<file path="config.mk">
export PLATFORM = sky130hd
export DESIGN_NAME = bg_ground
export DESIGN_NICKNAME = d
export VERILOG_FILES = /design/src/rtl/dino_pkg.sv /design/src/rtl/bg_scroll_acc.sv /design/src/rtl/bg_ground.sv
export SDC_FILE = /design/constraint.sdc
export NUM_CORES = 1
export LEC_CHECK = 0
export CAP_MARGIN = 10
export CORE_MARGIN = 4
export CORE_UTILIZATION = 40
export CTS_BUF_LIST = sky130_fd_sc_hd__clkbuf_16
export CTS_CLUSTER_DIAMETER = 60
export DETAILED_ROUTE_END_ITERATION = 7
export PLACE_DENSITY = 0.83
export SLEW_MARGIN = 5
export SYNTH_ARGS = -nofsm -noshare
export SYNTH_HDL_FRONTEND = slang
export SYNTH_SLANG_ARGS = --single-unit
</file>
<file path="constraint.sdc">
create_clock -name clk -period 2.3 [get_ports clk]
set_input_delay 0.46 -clock clk [delete_from_list [all_inputs] [get_ports clk]]
set_output_delay 0.46 -clock clk [all_outputs]
set_load 0.01 [all_outputs]
</file>
<file path="src/rtl/dino_pkg.sv">
// dino_pkg: shared screen geometry, scroll format and run-state encoding for the Dino VGA pipeline.
package dino_pkg;
  localparam int H_ACTIVE  = 640;
  localparam int V_ACTIVE  = 480;
  localparam int GND_LINE  = 200;
  localparam int TILE_W    = 32;
  localparam int FRAC_BITS = 2;
  typedef enum logic {ST_IDLE, ST_RUN} run_state_t;
endpackage

</file>
<file path="src/rtl/bg_scroll_acc.sv">
// bg_scroll_acc: frame-edge detector, run state and sub-pixel scroll accumulator.
module bg_scroll_acc import dino_pkg::*; #(
  parameter int TILE_W    = dino_pkg::TILE_W,
  parameter int FRAC_BITS = dino_pkg::FRAC_BITS,
  parameter int SPEED_W   = 5
) (
  input  logic                      clk,
  input  logic                      rst,
  input  logic                      i_frame_tick,
  input  logic                      i_run,
  input  logic                      i_restart,
  input  logic [SPEED_W-1:0]        i_speed,
  output logic [$clog2(TILE_W)-1:0] o_scroll
);
  localparam int SW    = $clog2(TILE_W);
  localparam int ACC_W = SW + FRAC_BITS;
  logic             tick_q;
  logic             tick_edge;
  run_state_t       state;
  logic [ACC_W-1:0] acc;
  assign tick_edge = i_frame_tick & ~tick_q;
  assign o_scroll  = acc[ACC_W-1:FRAC_BITS];
  // tick_q resets high so a tick already asserted at release is not an edge
  always_ff @(posedge clk) begin
    if (!rst) begin
      tick_q <= 1'b1;
      state  <= ST_IDLE;
      acc    <= '0;
    end else begin
      tick_q <= i_frame_tick;
      if (i_restart) begin
        state <= ST_IDLE;
        acc   <= '0;
      end else begin
        state <= i_run ? ST_RUN : ST_IDLE;
        if (tick_edge && state == ST_RUN) acc <= acc + ACC_W'(i_speed);
      end
    end
  end
endmodule

</file>
<file path="src/rtl/bg_ground.sv">
// bg_ground: scrolling horizon row plus optional pebble band (BG_GROUND_TEXTURE_EN), registered pixel.
module bg_ground import dino_pkg::*; #(
  parameter int                    CONV        = 0,
  parameter int                    GND_LINE    = dino_pkg::GND_LINE,
  parameter int                    TILE_W      = dino_pkg::TILE_W,
  parameter int                    FRAC_BITS   = dino_pkg::FRAC_BITS,
  parameter int                    SPEED_W     = 5,
  parameter logic [2*TILE_W-1:0]   PEBBLE_MASK = 64'h0000_0420_0000_0020
) (
  input  logic                      clk,
  input  logic                      rst,
  input  logic [9:CONV]             i_hpos,
  input  logic [9:CONV]             i_vpos,
  input  logic                      i_frame_tick,
  input  logic                      i_run,
  input  logic                      i_restart,
  input  logic [SPEED_W-1:0]        i_speed,
  output logic                      o_color_bg,
  output logic [$clog2(TILE_W)-1:0] o_scroll
);
  localparam int VW = 10 - CONV;
  localparam int SW = $clog2(TILE_W);
  localparam logic [VW-1:0] LINE = VW'(GND_LINE);
  logic          pix;
  logic          unused_bits;
  bg_scroll_acc #(
    .TILE_W   (TILE_W),
    .FRAC_BITS(FRAC_BITS),
    .SPEED_W  (SPEED_W)
  ) u_acc (
    .clk         (clk),
    .rst         (rst),
    .i_frame_tick(i_frame_tick),
    .i_run       (i_run),
    .i_restart   (i_restart),
    .i_speed     (i_speed),
    .o_scroll    (o_scroll)
  );
  assign unused_bits = ^{i_hpos, PEBBLE_MASK};
`ifdef BG_GROUND_TEXTURE_EN
  logic [SW-1:0] u;
  assign u = i_hpos[CONV +: SW] + o_scroll;
  always_comb begin
    pix = (i_vpos == LINE)
        | ((i_vpos == LINE + VW'(1)) & PEBBLE_MASK[u])
        | ((i_vpos == LINE + VW'(2)) & PEBBLE_MASK[TILE_W + int'(u)]);
  end
`else
  always_comb begin
    pix = (i_vpos == LINE);
  end
`endif
  always_ff @(posedge clk) begin
    if (!rst) o_color_bg <= 1'b0;
    else      o_color_bg <= pix;
  end
endmodule

</file>
==> metrics <==
DRC viols 0; multi-input logic area 369 um^2; part of the power in registers 0.326; Avg WL per Cell roughly 13 um; Setup crit end kind flip-flop; status finished clean; power share of the clock group 0.575; share of layout cells above drive strength 1 0.0526; DRT Pass-1 Iters 4; area leader, netlist dfxtp_1; final period utilization 0.885; setup bufs post-CTS 0; Port Buffers 25; GRT overflow 0; synth cell count leaders dfxtp_1 (10), a21oi_1 (5), buf_4 (5), ha_1 (5), nor2_1 (5); FF/Latch Area ~200 um^2; top-area cell type share of the netlist area 0.311; share of power burned in combinational logic 0.099; Initial Util 0.428; Setup CP Type primary input to flip-flop; vias in the first global route approximately 550; Worst Path Buf+Inv 2; maximum fanout along the worst path 3; EDFF count, synth 0; CP startpoint i_speed[0]; RR Startpoint u_acc.acc[0]; PD cells about 580 nW/um^2; antenna violations before repair 0; Internal between 0.4 and 0.5 mW; Root Driver clkbuf_16; hold_buf cts 0; number of vias per cell between 5 and 6; max frequency approximately 490 MHz; WP data arrival around 2.2 ns; Die Span Y 48.1 um; core area between 1500 and 2000 um^2; mapped cell area ~640 um^2; ANT nets after route 0; Slew Viols, Final 0; Period minus WS final around 2.0 ns; Area growth syn-to-layout 44.9%; post-synthesis sequential area ratio 0.311; largest net degree at the start of global routing 9; Final Cell Area between 900 and 1000 um^2; Main synth FF type dfxtp_1; CP cell instances clkdlybuf4s50_1 > ha_1 > inv_1 > fa_1 > nand2b_1 > a21oi_1 > a211oi_1 > o41ai_1; max-cap violation count 0; clk sinks 10; Crit path max-delay family adder cells; drt total wl around 1500 um; worst vdd ir 0.000521 V; Synth Register Bits 10; CTS buffer count 3; Worst Hold Launch u_acc.acc[0]; Core Rows 14; Fill cells between 100 and 150; via count 607; drt initial violations 7; IO Pins 36; internal reg-to-reg setup slack 0.63 ns; total track usage 0.135; most common cell in the synthesized netlist dfxtp_1; CTS Buffer Depth 2; Post-DP HPWL 1120 um; final hold violation count 0; Hold Path Class flip-flop to flip-flop; Cell variety after synth 29; Setup Skew 0.00140 ns; Avg Cell Area, Syn slightly below 9 um^2; sw frac 0.188; Worst-path clk slew 0.04 ns; gpl congestion between 0.8 and 0.9; syn nets about 110; top post-synthesis cells by area dfxtp_1 (31%), ha_1 (9.7%), buf_4 (5.8%), a21oi_1 (3.9%), a211oi_1 (3.5%); CTS tree built; Crit path required time around 2.4 ns; CP Launch Type primary input; # diodes 0; Worst path slowest cell clkdlybuf4s50_1; setup TNS 0 ns; LEAKAGE roughly 0.37 nW; Final setup viols 0; share of flip-flops with an asynchronous set or reset 0; die area roughly 2300 um^2; Least-Margin Pin Slew between 0.3 and 0.4 ns; global-route wire length before repair between 2000 and 2500 um; nets@finish approximately 130; Ys Warns 0; Crit path largest cell delay 0.46 ns; Die X between 40 and 50 um; post-synthesis cell count 73; H-tree levels 1; RSZ-0062 raised after global routing false; clock latency on the worst-skew pair ~0.24 ns; Sw Pwr around 0.10 mW; Max-slew headroom 0.782; post-cts resize count 0; Area after DPL roughly 850 um^2
worst paths after layout:
| path | to | depth (start not counted) |
|---|---|---|
| worst max-delay path | u_acc.acc[6] | 8 |
| worst min-delay path | u_acc.acc[0] | 2 |
| worst max register to register | u_acc.acc[6] | 7 |
| worst min register to register | u_acc.acc[0] | 2 |
placed cells by master (no fill, tap or decap), types with 2 or more instances in the layout:
cell	instances
clkdlybuf4s50_1	25
dfxtp_1	10
nor2_1	5
a21oi_1	5
ha_1	5
inv_1	4
nand2_1	4
nand3_1	4
nand2b_1	3
o21ai_0	3
a211oi_1	3
clkbuf_16	3
nand4_1	2
and4_1	2
o41ai_1	2
flip-flops by register name, indices dropped and copies added (netlist names):
| signal | count |
|---|---|
| u_acc.tick_q | 1 |
| u_acc.state | 1 |
| o_color_bg | 1 |
| u_acc.acc | 7 |
worst register-to-register path: cells and delay by family (launching register included):
family,cells,cell delay [ns]
buffers and inverters,1,0.06
AND/OR/NAND/NOR,1,0.20
flip-flops,1,0.32
adder cells (fa/ha/maj),2,0.56
AO/OA/AOI/OAI,3,0.45
layout make-up:
cell class	instances	share of cell area
multi-input combinational	52	0.395
timing repair buffer	25	0.268
sequential	10	0.214
clock buffer	3	0.0804
tap	16	0.0214
inverter	4	0.0161
clock inverter	1	0.00402
logic make-up after synthesis:
logic type / after synthesis / share of synthesized area
adder cells (fa/ha/maj): 6 / 0.128
flip-flops: 10 / 0.311
AO/OA/AOI/OAI: 16 / 0.177
buffers and inverters: 11 / 0.117
AND/OR/NAND/NOR: 30 / 0.268
power by group through the flow:
| stage | logic (mW) | registers (mW) | clock network (mW) |
|---|---|---|---|
| floorplan | 0.0187 | 0.180 | 0 |
| global placement | 0.0520 | 0.180 | 0 |
| detailed placement | 0.0538 | 0.180 | 0 |
| CTS | 0.0543 | 0.177 | 0.314 |
| global route | 0.0583 | 0.177 | 0.324 |
| finish | 0.0536 | 0.177 | 0.312 |
layer usage:
layer,track usage,vias to the layer above,share of wire
met2,0.224,23,0.50
met1,0.138,278,0.38
met3,0.0812,2,0.11
met4,0.0538,0,0.0090
li1,-,304,-
met5,0,-,0
stage by stage:
stage	setup WS [ns]	std cells	util	total power, mW	hold WS (ns)
6_report	0.265	111	0.620	0.543	0.463
5_1_grt	0.131	111	0.620	0.560	0.489
4_1_cts	0.262	111	0.620	0.546	0.467
3_5_place_dp	0.0243	107	0.567	0.234	0.462
3_3_place_gp	0.0756	107	0.567	0.232	0.446
2_1_floorplan	0.661	73	-	0.198	0.437
Note: power is estimated with default switching activity, not from simulation.
